### src/rtl/fft_frame_sequencer_if.sv
// Stream-side bundle of the FFT frame sequencer: config and sample AXI-Stream channels.
interface fft_frame_sequencer_if;
  logic [15:0] cfg_tdata_out;
  logic        cfg_tvalid_out;
  logic        cfg_tready_in;
  logic [31:0] fft_tdata_out;
  logic        fft_tvalid_out;
  logic        fft_tlast_out;
  logic        fft_tready_in;

  // Sequencer side drives data/valid/last and receives ready.
  modport master (
    output cfg_tdata_out, cfg_tvalid_out,
    input  cfg_tready_in,
    output fft_tdata_out, fft_tvalid_out, fft_tlast_out,
    input  fft_tready_in
  );

  // FFT core side.
  modport slave (
    input  cfg_tdata_out, cfg_tvalid_out,
    output cfg_tready_in,
    input  fft_tdata_out, fft_tvalid_out, fft_tlast_out,
    output fft_tready_in
  );
endinterface

### src/rtl/fft_frame_sequencer.sv
// Streams a recorded sample buffer into an FFT core frame by frame:
// one config beat, then FRAME_LEN beats per frame (zero padded past the
// recorded length), waiting for each frame's output before the next.
module fft_frame_sequencer #(
  parameter int unsigned FRAME_LEN = 1024,
  parameter int unsigned ADDR_W    = 16,
  parameter logic [15:0] CFG_WORD  = 16'h0001
) (
  input  logic              clk_in,
  input  logic              rst_in,
  input  logic              start_in,
  input  logic [ADDR_W-1:0] rec_len_in,
  output logic [ADDR_W-1:0] mem_addr_out,
  input  logic [7:0]        mem_data_in,
  fft_frame_sequencer_if.master axis,
  input  logic              frame_done_in,
  output logic [ADDR_W-1:0] frame_idx_out,
  output logic              busy_out,
  output logic              done_out,
  output logic              err_out
);

  localparam int unsigned IDX_W = ADDR_W + 1;
  localparam int unsigned S_W   = $clog2(FRAME_LEN);

  typedef enum logic [2:0] {
    IDLE, CFG, FETCH, LOAD, SEND, WAIT_OUT, DONE
  } state_t;

  state_t            state_q;
  logic [S_W-1:0]    s_q;
  logic [IDX_W-1:0]  base_q;
  logic [IDX_W-1:0]  len_q;
  logic [ADDR_W-1:0] mem_addr_q;
  logic [ADDR_W-1:0] frame_idx_q;
  logic [15:0]       cfg_tdata_q;
  logic              cfg_tvalid_q;
  logic [31:0]       fft_tdata_q;
  logic              fft_tvalid_q;
  logic              fft_tlast_q;
  logic              busy_q;
  logic              done_q;
  logic              err_q;

  logic [IDX_W-1:0]  g_c;
  logic [IDX_W-1:0]  next_base_c;
  logic              last_beat_c;

  // Global sample index and next-frame base, one bit wider than the address so nothing wraps.
  always_comb begin
    g_c         = base_q + IDX_W'(s_q);
    next_base_c = base_q + IDX_W'(FRAME_LEN);
    last_beat_c = (s_q == S_W'(FRAME_LEN - 1));
  end

  // Sequencer FSM with registered outputs.
  always_ff @(posedge clk_in) begin
    if (!rst_in) begin
      state_q      <= IDLE;
      s_q          <= '0;
      base_q       <= '0;
      len_q        <= '0;
      mem_addr_q   <= '0;
      frame_idx_q  <= '0;
      cfg_tdata_q  <= '0;
      cfg_tvalid_q <= 1'b0;
      fft_tdata_q  <= '0;
      fft_tvalid_q <= 1'b0;
      fft_tlast_q  <= 1'b0;
      busy_q       <= 1'b0;
      done_q       <= 1'b0;
      err_q        <= 1'b0;
    end else begin
      done_q <= 1'b0;
      err_q  <= 1'b0;
      case (state_q)
        IDLE: begin
          if (start_in) begin
            if (rec_len_in == '0) begin
              err_q <= 1'b1;
            end else begin
              len_q        <= IDX_W'(rec_len_in);
              s_q          <= '0;
              base_q       <= '0;
              frame_idx_q  <= '0;
              busy_q       <= 1'b1;
              cfg_tvalid_q <= 1'b1;
              cfg_tdata_q  <= CFG_WORD;
              state_q      <= CFG;
            end
          end
        end
        CFG: begin
          if (axis.cfg_tready_in) begin
            cfg_tvalid_q <= 1'b0;
            cfg_tdata_q  <= '0;
            state_q      <= FETCH;
          end
        end
        FETCH: begin
          if (g_c < len_q) begin
            mem_addr_q <= g_c[ADDR_W-1:0];
            state_q    <= LOAD;
          end else begin
            fft_tdata_q  <= '0;
            fft_tvalid_q <= 1'b1;
            fft_tlast_q  <= last_beat_c;
            state_q      <= SEND;
          end
        end
        LOAD: begin
          fft_tdata_q  <= {16'h0000, mem_data_in, 8'h00};
          fft_tvalid_q <= 1'b1;
          fft_tlast_q  <= last_beat_c;
          state_q      <= SEND;
        end
        SEND: begin
          if (axis.fft_tready_in) begin
            fft_tvalid_q <= 1'b0;
            fft_tlast_q  <= 1'b0;
            if (last_beat_c) begin
              s_q     <= '0;
              state_q <= WAIT_OUT;
            end else begin
              s_q     <= s_q + S_W'(1);
              state_q <= FETCH;
            end
          end
        end
        WAIT_OUT: begin
          if (frame_done_in) begin
            if (next_base_c >= len_q) begin
              done_q  <= 1'b1;
              state_q <= DONE;
            end else begin
              frame_idx_q <= frame_idx_q + ADDR_W'(1);
              base_q      <= next_base_c;
              state_q     <= FETCH;
            end
          end
        end
        DONE: begin
          busy_q  <= 1'b0;
          state_q <= IDLE;
        end
        default: state_q <= IDLE;
      endcase
    end
  end

  assign mem_addr_out        = mem_addr_q;
  assign frame_idx_out       = frame_idx_q;
  assign busy_out            = busy_q;
  assign done_out            = done_q;
  assign err_out             = err_q;
  assign axis.cfg_tdata_out  = cfg_tdata_q;
  assign axis.cfg_tvalid_out = cfg_tvalid_q;
  assign axis.fft_tdata_out  = fft_tdata_q;
  assign axis.fft_tvalid_out = fft_tvalid_q;
  assign axis.fft_tlast_out  = fft_tlast_q;

endmodule

### src/flat_wrapper.sv
// flat-port wrapper written by rule: the top's interface ports become plain ports
module fft_frame_sequencer_flat 
#(
  parameter int unsigned FRAME_LEN = 1024,
  parameter int unsigned ADDR_W    = 16,
  parameter logic [15:0] CFG_WORD  = 16'h0001
)
  (clk_in, rst_in, start_in, rec_len_in, mem_addr_out, mem_data_in, frame_done_in, frame_idx_out, busy_out, done_out, err_out, axis_cfg_tdata_out, axis_cfg_tvalid_out, axis_cfg_tready_in, axis_fft_tdata_out, axis_fft_tvalid_out, axis_fft_tlast_out, axis_fft_tready_in);
  fft_frame_sequencer_if axis_i ();
  input  logic clk_in;
  input  logic rst_in;
  input  logic start_in;
  input  logic [ADDR_W-1:0] rec_len_in;
  output logic [ADDR_W-1:0] mem_addr_out;
  input  logic [7:0] mem_data_in;
  input  logic frame_done_in;
  output logic [ADDR_W-1:0] frame_idx_out;
  output logic busy_out;
  output logic done_out;
  output logic err_out;
  output wire logic [$bits(axis_i.cfg_tdata_out)-1:0] axis_cfg_tdata_out;
  output wire logic [$bits(axis_i.cfg_tvalid_out)-1:0] axis_cfg_tvalid_out;
  input wire logic [$bits(axis_i.cfg_tready_in)-1:0] axis_cfg_tready_in;
  output wire logic [$bits(axis_i.fft_tdata_out)-1:0] axis_fft_tdata_out;
  output wire logic [$bits(axis_i.fft_tvalid_out)-1:0] axis_fft_tvalid_out;
  output wire logic [$bits(axis_i.fft_tlast_out)-1:0] axis_fft_tlast_out;
  input wire logic [$bits(axis_i.fft_tready_in)-1:0] axis_fft_tready_in;
  assign axis_cfg_tdata_out = axis_i.cfg_tdata_out;
  assign axis_cfg_tvalid_out = axis_i.cfg_tvalid_out;
  assign axis_i.cfg_tready_in = axis_cfg_tready_in;
  assign axis_fft_tdata_out = axis_i.fft_tdata_out;
  assign axis_fft_tvalid_out = axis_i.fft_tvalid_out;
  assign axis_fft_tlast_out = axis_i.fft_tlast_out;
  assign axis_i.fft_tready_in = axis_fft_tready_in;
  fft_frame_sequencer #(.FRAME_LEN(FRAME_LEN), .ADDR_W(ADDR_W), .CFG_WORD(CFG_WORD)) u_core (.clk_in(clk_in), .rst_in(rst_in), .start_in(start_in), .rec_len_in(rec_len_in), .mem_addr_out(mem_addr_out), .mem_data_in(mem_data_in), .axis(axis_i), .frame_done_in(frame_done_in), .frame_idx_out(frame_idx_out), .busy_out(busy_out), .done_out(done_out), .err_out(err_out));
endmodule
### config.mk
export PLATFORM = sky130hd
export DESIGN_NAME = fft_frame_sequencer_flat
export DESIGN_NICKNAME = d
export VERILOG_FILES = /design/src/rtl/fft_frame_sequencer_if.sv /design/src/rtl/fft_frame_sequencer.sv /design/src/flat_wrapper.sv
export SDC_FILE = /design/constraint.sdc
export NUM_CORES = 1
export LEC_CHECK = 0
export ABC_AREA = 1
export ABC_CLOCK_PERIOD_IN_PS = 2650
export BUFFER_PORTS_ARGS = -buffer_cell sky130_fd_sc_hd__buf_2
export CAP_MARGIN = 10
export CORE_ASPECT_RATIO = 1.25
export CORE_MARGIN = 2
export CORE_UTILIZATION = 45
export DETAILED_ROUTE_END_ITERATION = 8
export PLACE_DENSITY = 0.69
export SYNTH_ARGS = -nofsm -noshare
export SYNTH_HDL_FRONTEND = slang
export SYNTH_SLANG_ARGS = --single-unit
### constraint.sdc
create_clock -name clk_in -period 2.65 [get_ports clk_in]
set_clock_uncertainty 0.1 [all_clocks]
set_input_delay 0.3975 -clock clk_in [delete_from_list [all_inputs] [get_ports clk_in]]
set_output_delay 0.3975 -clock clk_in [all_outputs]
set_load 0.05 [all_outputs]
==> impl_metrics.toml <==
[synthesis]
avgSynthCellArea_um2 = 7.28
synth_top_area_share = 0.352
ys_seq_elements = 82
ys_top_cells_by_area = "dfxtp_1, nand2_1, a21oi_1, ha_1, buf_4"
synth_edf_count = 0
ys_warn_count = 0
synth_seq_area_share = 0.352
syn_inst = 641
yosysUniqueCellTypes = 47
synth_top_cell_by_area = "dfxtp_1"
synth_top_flop_cell = "dfxtp_1"
syn-cell-area_um2 = 4660
async_flop_share = 0

[power]
powerDensity_nw_per_um2 = 752
p_leak_nw = 2.51
peakVddDrop_v = 0.000440

[critical_path]
critical_path_class = "reg -> reg"
r2r_cells = 13
crit_required_ns = 2.81
start_kind = "flip-flop"
worstPathArrival_ns = 2.62
crit_fanout = 9
endpoint_kind = "flip-flop"

[drt]
first_iter_violations = 144
dr.pass1.iters = 5
ant_nets = 0
route.detailed.drc = 0
via_count = 4221
vias_per_cell = 4.98
drt-wirelength-per-cell_um = 12.6
drt_wl_total_mm = 10.7

[global_route]
grt_busiest_layer = "met2"
use_met1 = 0.241
grt_use_met3 = 0.0448
grt_pass1_vias = 3790
grt_util_met2 = 0.317
grt_max_degree = 45
grt_first_pass_wirelength_mm = 17.2
grt_use_total = 0.191
antenna_found_initial = 0
grt-ovfl-total = 0

[placement]
gp_congestion = 0.860
dpl_worst_slack_ns = 0.0709
io_buffers = 76
dp_hpwl_mm = 7.97

[floorplanning]
die_x_um = 95.1
chipHeight_um = 118
die_area_um2 = 11200
start_util = 0.462
core-area_um2 = 10100
rows = 41
io_pins = 116

[min_path]
hold_path_depth = 3
hold_path.class = "in -> reg"

[cts]
tritoncts = "built"
root_buffer = "clkbuf_16"
htreeDepth = 3
clk_latency_ns = 0.34
cts.sinks = 82
clk_pin_slew_ns = 0.06
cts_buffer_depth = 2
cts_buffers = 9

[timing]
slew_viol_final = 0
max_freq_mhz = 407
hold_violations = 0
holdWs_ns = 0.207
tightest_slew_ns = 0.528
min_period_ns = 2.46
fin_ws_ns = 0.193
setup_viol = 0
fin_crit_sh = 0.927
max_slew_margin = 0.648

[flow_run]
drv_cap = 0

[layout]
mostFrequentLayoutCells = "nand2_1, dfxtp_1, a21oi_1"
area_growth_pct = 15.5
diodes = 0
nets = 769
fillers = 1019
layout_commonest_cell = "nand2_1"
drive_above_1_share = 0.197

[status]
status = "finished, final reports clean"
## routing by layer
| layer | routed length [um] | share of wire | up-vias |
|---|---|---|---|
| li1 | - | - | 2148 |
| met1 | 4680 | 0.44 | 1936 |
| met2 | 5270 | 0.49 | 119 |
| met3 | 556 | 0.052 | 18 |
| met4 | 210 | 0.020 | 0 |
| met5 | 0 | 0 | - |
## sequential cells by signal (all words and copies together), names as in the netlist
| register | flops |
|---|---|
| u_core.frame_idx_out | 16 |
| u_core.len_q | 16 |
| u_core.mem_addr_out | 16 |
| u_core.s_q | 10 |
| u_core.axis.fft_tdata_out | 8 |
| u_core.base_q | 7 |
| u_core.state_q | 3 |
| u_core.axis.cfg_tvalid_out | 1 |
| u_core.axis.fft_tlast_out | 1 |
| u_core.axis.fft_tvalid_out | 1 |
| u_core.busy_out | 1 |
| u_core.done_out | 1 |
| u_core.err_out | 1 |
## synth_stat cells (9+ instances only)
cell      count
o21ai_1      12
ha_1         25
inv_1        71
a21oi_1      77
clkbuf_1     16
dfxtp_1      82
nor3_1        9
nor2_1       62
xor2_1       11
buf_4        41
o21ai_0      32
nand3_1      28
nand2_1     109
## timing repair
action | in CTS | in global routing
endpoints found under the setup margin | 0 | 50
resized for setup | 0 | 11
hold buffers | 0 | 0
buffers inserted | 0 | 0
endpoints found under the hold margin | 0 | 0
## worst max-delay path, cell delays in order (launching register included)
cell,delay [ns]
dfxtp_2,0.37
ha_2,0.21
nand3_2,0.11
xor2_2,0.17
ha_1,0.30
a21o_1,0.17
a21oi_1,0.12
nand4_1,0.15
nand2_2,0.12
nand3_4,0.07
buf_4,0.18
inv_4,0.10
nand2_1,0.06
a21oi_1,0.15
## power breakdown
| part | internal (mW) | switching (mW) |
|---|---|---|
| combinational | 0.339 | 0.940 |
| clock | 0.824 | 0.500 |
| sequential | 1.37 | 0.0757 |
## metrics by stage
stage	cell area (um^2)	utilization	std cells	power (mW)	TNS, ns
2_1_floorplan	4810	-	680	2.51	0
3_3_place_gp	5030	0.498	832	2.72	0
3_5_place_dp	5030	0.498	832	2.75	0
4_1_cts	5340	0.529	848	4.08	0
5_1_grt	5390	0.533	848	4.27	-0.00499
6_report	5390	0.533	848	4.05	0
## cell families after synthesis
family	synth area share
AND/OR/NAND/NOR	0.238
other	0.000804
AO/OA/AOI/OAI	0.160
buffers and inverters	0.153
XOR/XNOR	0.0263
adder cells (fa/ha/maj)	0.0671
flip-flops	0.352
multiplexers	0.00241
## final timing paths
path / from / endpoint / slack (ns)
worst max-delay path: u_core.base_q[10]$_SDFFE_PN0P_ / u_core.frame_idx_out[1]$_SDFFE_PN0P_ / 0.19
worst min-delay path: mem_data_in[0] / u_core.axis.fft_tdata_out[8]$_SDFFE_PN0P_ / 0.21
worst max register to register: u_core.base_q[10]$_SDFFE_PN0P_ / u_core.frame_idx_out[1]$_SDFFE_PN0P_ / 0.19
worst min register to register: u_core.mem_addr_out[10]$_SDFFE_PN0P_ / u_core.mem_addr_out[10]$_SDFFE_PN0P_ / 0.34
## cell type report
type / count / area, um^2 / share of cell area
multi-input cells: 458 / 2490 / 0.462
flip-flops and latches: 82 / 1650 / 0.305
repair buffers: 87 / 492 / 0.0912
inverters: 76 / 288 / 0.0534
clock buffers: 11 / 233 / 0.0432
well taps: 129 / 161 / 0.0300
clock inverters: 5 / 78.8 / 0.0146
(Power assumes the default switching activity.)
